[config.mk]
export PLATFORM = sky130hd
export DESIGN_NAME = xgmii_rx_framer
export DESIGN_NICKNAME = d
export VERILOG_FILES = /design/src/rtl/xgmii_pkg.sv /design/src/rtl/xgmii_lane_decode.sv /design/src/rtl/xgmii_rx_framer.sv
export SDC_FILE = /design/constraint.sdc
export NUM_CORES = 1
export LEC_CHECK = 0
export CORE_MARGIN = 4
export CORE_UTILIZATION = 41
export DETAILED_ROUTE_END_ITERATION = 10
export HOLD_SLACK_MARGIN = 0.1
export SLEW_MARGIN = 20
export SYNTH_ARGS = -nofsm -noshare
export SYNTH_HDL_FRONTEND = slang
export SYNTH_SLANG_ARGS = --single-unit
[constraint.sdc]
create_clock -name xgmii_rx_clk -period 6.65 [get_ports xgmii_rx_clk]
set_clock_uncertainty 0.05 [all_clocks]
set_input_delay 0.665 -clock xgmii_rx_clk [delete_from_list [all_inputs] [get_ports xgmii_rx_clk]]
set_output_delay 0.665 -clock xgmii_rx_clk [all_outputs]
set_load 0.01 [all_outputs]
[src/rtl/xgmii_pkg.sv]
// xgmii_pkg: XGMII character constants, framer state encoding and lane-mask helpers.
package xgmii_pkg;

    localparam logic [7:0] CH_IDLE  = 8'h07;
    localparam logic [7:0] CH_START = 8'hFB;
    localparam logic [7:0] CH_TERM  = 8'hFD;
    localparam logic [7:0] CH_ERR   = 8'hFE;
    localparam logic [7:0] CH_PRE   = 8'h55;
    localparam logic [7:0] CH_SFD   = 8'hD5;

    typedef enum logic [1:0] {
        ST_IDLE,
        ST_DATA,
        ST_DISCARD
    } state_t;

    function automatic logic [7:0] keep_mask(input logic [2:0] n);
        return (8'd1 << n) - 8'd1;
    endfunction

    function automatic logic [63:0] byte_mask(input logic [7:0] keep);
        logic [63:0] m;
        for (int i = 0; i < 8; i++) m[8*i +: 8] = {8{keep[i]}};
        return m;
    endfunction

endpackage

[src/rtl/xgmii_lane_decode.sv]
// xgmii_lane_decode: combinational classification of one aligned XGMII word.
module xgmii_lane_decode
    import xgmii_pkg::*;
(
    input  logic [63:0] rxd,
    input  logic [7:0]  rxc,
    output logic [2:0]  term_lane,
    output logic        has_term,
    output logic [2:0]  err_lane,
    output logic        has_err,
    output logic        err_is_start,
    output logic        has_start,
    output logic        ctl_any,
    output logic        start_ok
);

    // Descending scan so the lowest matching lane is the one left standing.
    always_comb begin
        term_lane    = '0;
        has_term     = 1'b0;
        err_lane     = '0;
        has_err      = 1'b0;
        err_is_start = 1'b0;
        has_start    = 1'b0;
        for (int i = 7; i >= 0; i--) begin
            if (rxc[i] && rxd[8*i +: 8] == CH_TERM) begin
                term_lane = 3'(i);
                has_term  = 1'b1;
            end else if (rxc[i]) begin
                err_lane     = 3'(i);
                has_err      = 1'b1;
                err_is_start = rxd[8*i +: 8] == CH_START;
            end
            if (rxc[i] && rxd[8*i +: 8] == CH_START) has_start = 1'b1;
        end
    end

    assign ctl_any  = |rxc;
    assign start_ok = rxc == 8'h01 && rxd[7:0] == CH_START &&
                      rxd[55:8] == {6{CH_PRE}} && rxd[63:56] == CH_SFD;

endmodule

[src/rtl/xgmii_rx_framer.sv]
// xgmii_rx_framer: strips preamble/SFD and framing from an aligned XGMII stream and
// emits registered 64-bit beats with keep/last/err, plus good and bad frame counters.
module xgmii_rx_framer
    import xgmii_pkg::*;
#(
    parameter int MaxWords = 192
) (
    input  logic        xgmii_rx_clk,
    input  logic        sys_rst_n,
    input  logic [63:0] xgmii_rxd,
    input  logic [7:0]  xgmii_rxc,
    output logic [63:0] rx_data,
    output logic [7:0]  rx_keep,
    output logic        rx_valid,
    output logic        rx_last,
    output logic        rx_err,
    output logic [31:0] frame_cnt,
    output logic [31:0] err_cnt
);

    localparam logic [8:0] MAX_BEATS = 9'(MaxWords);

    state_t      state, data_next;
    logic [63:0] in_d, hold;
    logic [7:0]  in_c, hold_keep;
    logic        hold_v, hold_fin, hold_err;
    logic [8:0]  beat_cnt;
    logic [2:0]  term_lane, err_lane, part_lane;
    logic        has_term, has_err, err_is_start, has_start, ctl_any, start_ok;
    logic        in_data, term0, ctl_err, overflow, end_err, end_frame, emit;
    logic        accept, restart, load_part, empty_end, bad_pre, good_inc, err_inc;

    xgmii_lane_decode u_decode (
        .rxd          (in_d),
        .rxc          (in_c),
        .term_lane    (term_lane),
        .has_term     (has_term),
        .err_lane     (err_lane),
        .has_err      (has_err),
        .err_is_start (err_is_start),
        .has_start    (has_start),
        .ctl_any      (ctl_any),
        .start_ok     (start_ok)
    );

    // The registered input word is classified while hold carries the previous data word.
    always_comb begin
        in_data   = state == ST_DATA;
        term0     = has_term && term_lane == 3'd0;
        ctl_err   = has_err && (!has_term || err_lane < term_lane);
        overflow  = !ctl_err && !term0 && beat_cnt == MAX_BEATS;
        end_err   = ctl_err || overflow;
        end_frame = end_err || term0;
        emit      = in_data && hold_v;
        accept    = !ctl_any && !overflow;
        restart   = ctl_err && err_is_start && start_ok;
        load_part = in_data && !overflow &&
                    (ctl_err ? !hold_v && err_lane != 3'd0 : has_term && !term0);
        empty_end = in_data && !hold_v && (ctl_err ? err_lane == 3'd0 : term0);
        part_lane = ctl_err ? err_lane : term_lane;
        bad_pre   = state == ST_IDLE && in_c[0] && in_d[7:0] == CH_START && !start_ok;
        good_inc  = (emit && end_frame && !end_err) || (hold_fin && !hold_err);
        err_inc   = (emit && end_err) || (hold_fin && hold_err) || empty_end;
        data_next = (accept || restart) ? ST_DATA :
                    ((ctl_err && err_is_start) || has_term) ? ST_IDLE : ST_DISCARD;
    end

    always_ff @(posedge xgmii_rx_clk or negedge sys_rst_n) begin
        if (!sys_rst_n) begin
            state     <= ST_IDLE;
            in_d      <= {8{CH_IDLE}};
            in_c      <= '1;
            hold      <= '0;
            hold_keep <= '0;
            hold_v    <= 1'b0;
            hold_fin  <= 1'b0;
            hold_err  <= 1'b0;
            beat_cnt  <= '0;
            rx_data   <= '0;
            rx_keep   <= '0;
            rx_valid  <= 1'b0;
            rx_last   <= 1'b0;
            rx_err    <= 1'b0;
            frame_cnt <= '0;
            err_cnt   <= '0;
        end else begin
            in_d      <= xgmii_rxd;
            in_c      <= xgmii_rxc;
            rx_valid  <= emit || hold_fin;
            rx_data   <= (emit || hold_fin) ? hold : '0;
            rx_keep   <= hold_fin ? hold_keep : emit ? 8'hFF : 8'h00;
            rx_last   <= hold_fin || (emit && end_frame);
            rx_err    <= hold_fin ? hold_err : emit && end_err;
            frame_cnt <= frame_cnt + 32'(good_inc);
            err_cnt   <= err_cnt + 32'(err_inc) + 32'(bad_pre);
            // A pending partial beat always flushes on the following edge.
            hold_fin  <= load_part;
            hold_v    <= in_data && (accept || load_part);
            hold      <= (in_data && accept) ? in_d :
                         load_part ? in_d & byte_mask(keep_mask(part_lane)) : hold;
            hold_keep <= load_part ? keep_mask(part_lane) : hold_keep;
            hold_err  <= load_part ? ctl_err : hold_err;
            beat_cnt  <= (in_data && accept) ? beat_cnt + 9'd1 :
                         (state == ST_IDLE || restart) ? 9'd0 : beat_cnt;
            case (state)
                ST_IDLE:    state <= start_ok ? ST_DATA : ST_IDLE;
                ST_DATA:    state <= data_next;
                ST_DISCARD: state <= (has_term || has_start) ? ST_IDLE : ST_DISCARD;
                default:    state <= ST_IDLE;
            endcase
        end
    end

endmodule

== Word level (Yosys, flattened, before mapping) ==
Index checks and enable logic that the tools add are counted.

* Equality and inequality tests: 22
* Multiply operators: 0
* Bitwise operators: 1
* Shifts and indexed selects: 1
* $lt $le $gt $ge: 1
* Muxes and demuxes: 88
* Divide/modulo/power cells: 0
* Reductions and logical operators: 72
* Add/subtract/negate cells: 5

{| class="wikitable"
|+ Operator list
! kind !! count
|-
| 64-bit two-way mux || 3
|-
| 8-bit equality test (second input constant) || 17
|-
| 32-bit by 1-bit adder with 32-bit output || 3
|-
| 3-bit two-way mux || 25
|-
| 64-bit AND || 1
|-
| 1-bit two-way mux || 52
|-
| 48-bit by 47-bit equality test with 1-bit output (second input constant) || 1
|-
| 1-bit logical AND || 43
|-
| 9-bit two-way mux || 2
|-
| 8-bit two-way mux || 2
|-
| 1-bit logical OR || 13
|-
| 9-bit by 1-bit adder with 9-bit output (second input constant) || 1
|-
| 9-bit by 8-bit equality test with 1-bit output (second input constant) || 1
|-
| 1-bit logical NOT || 9
|-
| 8-bit by 1-bit equality test with 1-bit output (second input constant) || 1
|-
| 8-bit OR reduction || 1
|-
| 1-bit by 3-bit left shift with 8-bit output (first input constant) || 1
|-
| 8-bit by 1-bit subtractor with 8-bit output (second input constant) || 1
|-
| 3-bit logical NOT || 2
|-
| 2-bit two-way mux || 3
|-
| 2-bit one-hot mux with 3 select lines || 1
|-
| 2-bit nonzero test || 2
|-
| 3-bit < comparator || 1
|-
| 3-bit nonzero test || 1
|-
| other kinds (3) || 3
|}

* Word-level logic and storage cells: 206
* Output and inout port bits: 139
* Latch bits: 0
* Input bits: 74
* Memories: 0
* Register bits after elaboration: 297
* RAM bits: 0
* ROM bits: 0

== Longest topological paths before layout ==
* Depth after elaboration: 29
* Depth in mapped cells: 22
* Gate-level depth less buffers: 21

== Hierarchy ==
A second synthesis with hierarchy kept.

* Cell total of the unflattened synthesis: 910
* Area, all modules: 11593.6 um2

{| class="wikitable"
|+ Modules (own cells, without submodules)
! module !! seq. area each (um2) !! area each (um2) !! cells each !! instances
|-
| xgmii_rx_framer || 7472.2 || 10841.6 || 784 || 1
|-
| xgmii_lane_decode || 0.0 || 752.0 || 126 || 1
|}

== Least setup slack after synthesis ==
No wires, ideal clock.

* Path type: flip-flop to flip-flop
* From: register in_d[56]
* To: register err_cnt[28]
* Arrival: 4.544 ns
* Path slack: 1.930 ns
* Buffers on the path: 1
* Required time: 6.474 ns
* Setup time: 0.126 ns
* Period minus slack after synthesis: 4.720 ns
* Stages on the path, launching flop included: 22
* Path through: dfstp_2 > nand4_2 > o31a_1 > or4b_4 > nor2b_4 > ha_1 > a21oi_1 > nand2_1 > o31ai_1 > a31o_2 > buf_2 > nand2_1 > o21ai_0 > nand2_1 > nand2_1 > fa_1 > ha_1 > nand2_1 > nor3_1 > and3_1 > nand3_1 > xnor2_1

* Longest elaborated chain between the ends: 29
* Elaborated cells between the ends (all ways): 71
* Classes of those cells: add/sub: 2; order compare: 1; eq/ne: 2; mux: 47; reduce/logical: 19

{| class="wikitable"
|+ Ends and longest elaborated chain
! what !! RTL line !! RTL
|-
| start, declared || xgmii_rx_framer.sv:24 || <nowiki>logic [63:0] in_d, hold;</nowiki>
|-
| start signal, assigned || xgmii_rx_framer.sv:71 || <nowiki>in_d <= {8{CH_IDLE}};</nowiki>
|-
| start signal, assigned || xgmii_rx_framer.sv:87 || <nowiki>in_d <= xgmii_rxd;</nowiki>
|-
| 8-bit equality test || xgmii_lane_decode.sv:26 || <nowiki>if (rxc[i] && rxd[8*i +: 8] == CH_TERM) begin</nowiki>
|-
| 1-bit logical AND || xgmii_lane_decode.sv:26 ||
|-
| 3-bit two-way mux || xgmii_lane_decode.sv:26 ||
|-
| 3-bit two-way mux || xgmii_lane_decode.sv:29 || <nowiki>end else if (rxc[i]) begin</nowiki>
|-
| 3-bit two-way mux || xgmii_lane_decode.sv:26 ||
|-
| 3-bit two-way mux || xgmii_lane_decode.sv:29 ||
|-
| 3-bit two-way mux || xgmii_lane_decode.sv:26 ||
|-
| 3-bit two-way mux || xgmii_lane_decode.sv:29 ||
|-
| [11 not listed] || - ||
|-
| 1-bit logical AND || xgmii_rx_framer.sv:50 || <nowiki>ctl_err = has_err && (!has_term || err_lane < term_lane);</nowiki>
|-
| 1-bit logical NOT || xgmii_rx_framer.sv:51 || <nowiki>overflow = !ctl_err && !term0 && beat_cnt == MAX_BEATS;</nowiki>
|-
| 1-bit logical AND (2 in a row) || xgmii_rx_framer.sv:51 ||
|-
| 1-bit logical OR || xgmii_rx_framer.sv:52 || <nowiki>end_err = ctl_err || overflow;</nowiki>
|-
| 1-bit logical AND || xgmii_rx_framer.sv:63 || <nowiki>err_inc = (emit && end_err) || (hold_fin && hold_err) || empty_end;</nowiki>
|-
| 1-bit logical OR (2 in a row) || xgmii_rx_framer.sv:63 ||
|-
| 32-bit by 1-bit adder with 32-bit output || xgmii_rx_framer.sv:95 || <nowiki>err_cnt <= err_cnt + 32'(err_inc) + 32'(bad_pre);</nowiki>
|-
| 32-bit by 1-bit adder with 32-bit output * || xgmii_rx_framer.sv:95 ||
|-
| end signal, assigned || xgmii_rx_framer.sv:95 ||
|-
| end, declared || xgmii_rx_framer.sv:18 || <nowiki>output logic [31:0] err_cnt</nowiki>
|}

Every way passes the cells marked *; elsewhere a longest branch is shown, timed or not.
A chain may end at the register's enable or synchronous reset.

== Final worst setup path ==
* From: register in_d[40]
* To: register frame_cnt[28]

* Longest elaborated chain between the ends: 25
* Elaborated cells between the ends (all ways): 53
* Classes of those cells: add/sub: 1; order compare: 1; eq/ne: 1; mux: 34; reduce/logical: 16

{| class="wikitable"
|+ Ends and longest elaborated chain
! what !! RTL line !! RTL
|-
| 8-bit equality test * || xgmii_lane_decode.sv:26 ||
|-
| 1-bit logical AND * || xgmii_lane_decode.sv:26 ||
|-
| 3-bit two-way mux || xgmii_lane_decode.sv:26 ||
|-
| 3-bit two-way mux || xgmii_lane_decode.sv:29 ||
|-
| 3-bit two-way mux || xgmii_lane_decode.sv:26 ||
|-
| 3-bit two-way mux || xgmii_lane_decode.sv:29 ||
|-
| 3-bit two-way mux || xgmii_lane_decode.sv:26 ||
|-
| 3-bit two-way mux || xgmii_lane_decode.sv:29 ||
|-
| [8 not listed] || - ||
|-
| 1-bit logical NOT || xgmii_rx_framer.sv:51 ||
|-
| 1-bit logical AND (2 in a row) || xgmii_rx_framer.sv:51 ||
|-
| 1-bit logical OR || xgmii_rx_framer.sv:52 ||
|-
| 1-bit logical OR || xgmii_rx_framer.sv:53 || <nowiki>end_frame = end_err || term0;</nowiki>
|-
| 1-bit logical AND || xgmii_rx_framer.sv:62 || <nowiki>good_inc = (emit && end_frame && !end_err) || (hold_fin && !hold_err);</nowiki>
|-
| 1-bit logical AND * || xgmii_rx_framer.sv:62 ||
|-
| 1-bit logical OR * || xgmii_rx_framer.sv:62 ||
|-
| 32-bit by 1-bit adder with 32-bit output * || xgmii_rx_framer.sv:94 || <nowiki>frame_cnt <= frame_cnt + 32'(good_inc);</nowiki>
|-
| end signal, assigned || xgmii_rx_framer.sv:94 ||
|-
| end, declared || xgmii_rx_framer.sv:17 || <nowiki>output logic [31:0] frame_cnt,</nowiki>
|}

Marked as above.

==> impl_metrics.json <==
{
  "result_of_the_run": "complete, no violations",
  "ys_dominant_reg_cell": "sky130_fd_sc_hd__dfrtp_1",
  "worst_setup_path_start_kind": "flop",
  "postPlaceCellArea_um2": 14200,
  "drv.max_cap_violation_count": 0,
  "worstMarginPinSlew_ps": 1040,
  "detail_route.drc_violations": 0,
  "htree_num_levels": 1,
  "nets": 1265,
  "worstPathMaxFanout": 6,
  "report.final.hold_viol_count": 0,
  "timing_worst_setup_path_type": "flop to flop",
  "critical_path.cell_chain": "nand3_1 > o31ai_2 > or4b_4 > nor2b_4 > ha_1 > a21oi_1 > nand2_1 > o31ai_1 > a31oi_1 > nor2_1 > o32ai_1 > ha_1 > ha_1 > and3_1 > nand3_1 > nor2_1 > nand2_1 > nor2_1 > nand3_1 > xnor2_1",
  "first_global_vias": 8442,
  "static-leakage-power_nw": 6.75,
  "clock_tree.buffer_depth": 3,
  "die_width_um": 177,
  "grt_pass1_wl_um": 46500,
  "fin_area_um2": 15300,
  "grt_usage_pct": 18.4,
  "area.sequential_um2": 7470,
  "post_synth_inst_count": 957,
  "ys_types": 71,
  "num_io_pins": 213,
  "cts_resized": 0,
  "total_of_fill_cells_in_the_finished_design": 2427,
  "antenna_found_initial": 0,
  "place_hpwl_um": 20300,
  "synth-seq-area-share_pct": 63.9,
  "ys_seq_elements": 297,
  "n_antenna_cell": 0,
  "drt_first_iter_violations": 727,
  "worst_setup_path_end_kind": "flop",
  "cts_post_setup_buffers_inserted": 0,
  "post_synth.cell_area_avg_um2": 12.2,
  "asr_flop_ratio_synth_pct": 100,
  "worst_setup_hold_path_clk_slew_ps": 60,
  "dr.pass1.iters": 7,
  "clock-sinks": 297,
  "multi_input_comb_area_um2": 4040,
  "number_of_cell_rows": 61,
  "fmax_mhz": 187,
  "irDropWorstVdd_uv": 145,
  "tritoncts_clock_tree": "done",
  "post-synth-top-count-cell": "sky130_fd_sc_hd__dfrtp_1",
  "setup_violations": 0,
  "grt_remaining_overflow": 0,
  "post-synth-top-area-cell": "sky130_fd_sc_hd__dfrtp_1",
  "timing.final.crit_share_pct": 80.5,
  "warning_count_from_the_yosys_run": 0,
  "die-height_um": 177,
  "synth_edf_count": 0,
  "max_slew_margin_pct": 30.3,
  "grt_start_max_net_pins": 174,
  "timing.critical_path.required_ps": 7010,
  "syn_area_um2": 11700,
  "synth.top_cell.area_share_pct": 56.8,
  "cts.hold.buffers_added": 0,
  "worstReg2RegEnd": "frame_cnt[28]$_DFF_PN0_",
  "port_buffer_count": 212,
  "ff2ff_path_depth": 20,
  "utilization_pct": 54.7,
  "drt_wl_total_um": 28600,
  "routability_congestion_estimate_from_global_placement": 0.864,
  "initial_core_util_pct": 41.8,
  "clk_latency_ps": 560,
  "wl_per_cell_um": 18.0,
  "setup_repair_after_global_routing_missed_its_margin": "false",
  "synth.top_cells.by_area": "sky130_fd_sc_hd__dfrtp_1 (57%), sky130_fd_sc_hd__dfstp_2 (7.2%), sky130_fd_sc_hd__nor2b_1 (3.6%), sky130_fd_sc_hd__nand2_1 (2.9%), sky130_fd_sc_hd__xnor2_1 (2.8%)",
  "routed-via-count": 8271,
  "area_added_between_synthesis_and_finish_pct": 30.7,
  "totalPowerFinal_mw": 3.71,
  "via_per_inst": 5.22,
  "drive_above_1_share_pct": 9.28,
  "timing.critical_path.max_delay_family": "simple AND/OR/NAND/NOR gates",
  "pwr_density_cell_nw_per_um2": 243,
  "critPathArrivalTime_ps": 5710,
  "post_synth_most_frequent_cells": "sky130_fd_sc_hd__dfrtp_1 (265), sky130_fd_sc_hd__nand2_1 (90), sky130_fd_sc_hd__nor2b_1 (68), sky130_fd_sc_hd__nand3_1 (41), sky130_fd_sc_hd__xnor2_1 (38)",
  "path_buf_inv": 0,
  "final.setup.tns_ps": 0,
  "die_area_um2": 31300,
  "period_minus_slack_ps": 5350,
  "coreArea_um2": 27900,
  "cts_root_buf": "sky130_fd_sc_hd__clkbuf_16",
  "detail-route-antenna-nets": 0,
  "critPathSlowestCell": "sky130_fd_sc_hd__or4b_4",
  "tritoncts.num_buffers": 31,
  "hold_path_class": "input pin to async pin",
  "synth_nets": 1040,
  "finalHoldWorstSlack_ps": 88.8,
  "reg2reg_slack_ps": 1300,
  "worst_r2r_startpoint": "in_d[40]$_DFF_PN1_",
  "critical_path.max_stage_delay_ps": 530,
  "final_max_slew_viol_count": 0
}
-- flip-flops by register name, summed over array words and instances, names as in the netlist --
name / flops
in_c: 8
beat_cnt: 9
rx_valid: 1
state: 2
rx_err: 1
rx_data: 64
in_d: 64
hold_keep: 8
hold_err: 1
hold_v: 1
err_cnt: 32
hold_fin: 1
frame_cnt: 32
hold: 64
rx_keep: 8
rx_last: 1
-- kinds of logic (layout without fill, tap and decap cells) --
kind of cell,Yosys count,in the layout,synth area share [%]
xor gates and xnor gates,62,62,4.71
DFF,297,297,63.9
AOI/OAI and AO/OA,179,179,11.1
adders and majority gates,9,9,1.03
and+or+nand+nor,357,357,16.7
buffers and inverters,45,295,1.70
muxes,8,8,0.771
-- how the worst max path moves through the flow --
stage | start | endpoint | slack (ps) | depth (start not counted)
finish | in_d[40]$_DFF_PN1_ | frame_cnt[28]$_DFF_PN0_ | 1300 | 20
global route | in_d[26]$_DFF_PN1_ | frame_cnt[28]$_DFF_PN0_ | 770 | 20
CTS | in_d[56]$_DFF_PN1_ | frame_cnt[28]$_DFF_PN0_ | 1330 | 20
detailed placement | in_d[40]$_DFF_PN1_ | frame_cnt[28]$_DFF_PN0_ | 1370 | 20
global placement | in_d[56]$_DFF_PN1_ | frame_cnt[28]$_DFF_PN0_ | 1530 | 20
floorplan | in_d[56]$_DFF_PN1_ | err_cnt[28]$_DFF_PN0_ | 1930 | 21
-- final cells by class --
cell class,count,share of cell area (%)
Multi-Input combinational cell,615,26.5
Timing Repair Buffer,219,14.4
Sequential cell,297,48.9
Inverter,18,0.443
Clock inverter,9,0.828
Tap cell,378,3.10
Clock buffer,49,5.85
-- power breakdown --
| group | internal, mW | total [mW] | switching (mW) | leakage, nW |
|---|---|---|---|---|
| Sequential | 1.84 | 1.86 | 0.0253 | 3.95 |
| Combinational | 0.0569 | 0.134 | 0.0767 | 2.31 |
| Clock | 1.03 | 1.72 | 0.683 | 0.496 |
| Total | 2.93 | 3.71 | 0.785 | 6.75 |
-- through the flow --
| stage | instances | setup WS [ps] |
|---|---|---|
| after floorplan | 957 | 1930 |
| after detailed placement | 1527 | 1370 |
| final | 1585 | 1300 |
| after global placement | 1527 | 1530 |
| after CTS | 1585 | 1330 |
| after global routing | 1585 | 770 |
-- layout by cell type, fill, tap and decap left out, types with 5 or more instances in the layout --
cell	synthesis	layout
sky130_fd_sc_hd__clkdlybuf4s50_1	0	211
sky130_fd_sc_hd__dfstp_2	32	32
sky130_fd_sc_hd__nor3_1	16	15
sky130_fd_sc_hd__a31oi_1	8	8
sky130_fd_sc_hd__buf_4	3	6
sky130_fd_sc_hd__nor2_1	35	35
sky130_fd_sc_hd__o21ai_1	20	20
sky130_fd_sc_hd__o31ai_1	18	18
sky130_fd_sc_hd__clkbuf_1	18	13
sky130_fd_sc_hd__or3_1	5	5
sky130_fd_sc_hd__a222oi_1	8	8
sky130_fd_sc_hd__xnor2_1	38	38
sky130_fd_sc_hd__nand2_1	90	90
sky130_fd_sc_hd__inv_1	16	16
sky130_fd_sc_hd__a22o_1	33	33
sky130_fd_sc_hd__a22oi_1	8	8
sky130_fd_sc_hd__nand2b_1	10	10
sky130_fd_sc_hd__nor4_1	11	11
sky130_fd_sc_hd__and2_1	6	6
sky130_fd_sc_hd__mux2_1	8	8
sky130_fd_sc_hd__a21o_1	11	11
sky130_fd_sc_hd__dfrtp_1	265	265
sky130_fd_sc_hd__clkbuf_16	0	31
sky130_fd_sc_hd__xor2_1	23	23
sky130_fd_sc_hd__and3_1	24	24
sky130_fd_sc_hd__o31a_1	5	5
sky130_fd_sc_hd__a21oi_1	24	23
sky130_fd_sc_hd__o21ai_0	19	19
sky130_fd_sc_hd__nor2b_1	68	68
sky130_fd_sc_hd__ha_1	8	8
sky130_fd_sc_hd__nand3_1	41	41
sky130_fd_sc_hd__clkbuf_8	0	5
sky130_fd_sc_hd__nand4_1	15	15
sky130_fd_sc_hd__and4_1	6	6
-- layer usage --
layer / vias to the layer above / share of wire [%] / wire, µm / global-route usage, %
met5: - / 0 / 0 / 0
met3: 44 / 6.6 / 1890 / 3.50
li1: 3854 / - / - / -
met1: 4094 / 46 / 13000 / 27.0
met4: 0 / 2.5 / 716 / 4.38
met2: 279 / 45 / 13000 / 28.6
-- worst reg2reg max path: stages, from the launching register on --
cell	delay [ps]
sky130_fd_sc_hd__dfstp_2	520
sky130_fd_sc_hd__nand3_1	180
sky130_fd_sc_hd__o31ai_2	430
sky130_fd_sc_hd__or4b_4	530
sky130_fd_sc_hd__nor2b_4	150
sky130_fd_sc_hd__ha_1	290
sky130_fd_sc_hd__a21oi_1	130
sky130_fd_sc_hd__nand2_1	90
sky130_fd_sc_hd__o31ai_1	130
sky130_fd_sc_hd__a31oi_1	440
sky130_fd_sc_hd__nor2_1	110
sky130_fd_sc_hd__o32ai_1	340
sky130_fd_sc_hd__ha_1	280
sky130_fd_sc_hd__ha_1	190
sky130_fd_sc_hd__and3_1	200
sky130_fd_sc_hd__nand3_1	170
sky130_fd_sc_hd__nor2_1	350
sky130_fd_sc_hd__nand2_1	90
sky130_fd_sc_hd__nor2_1	260
sky130_fd_sc_hd__nand3_1	130
sky130_fd_sc_hd__xnor2_1	150
No activity file was read; power rests on OpenSTA's default activity.
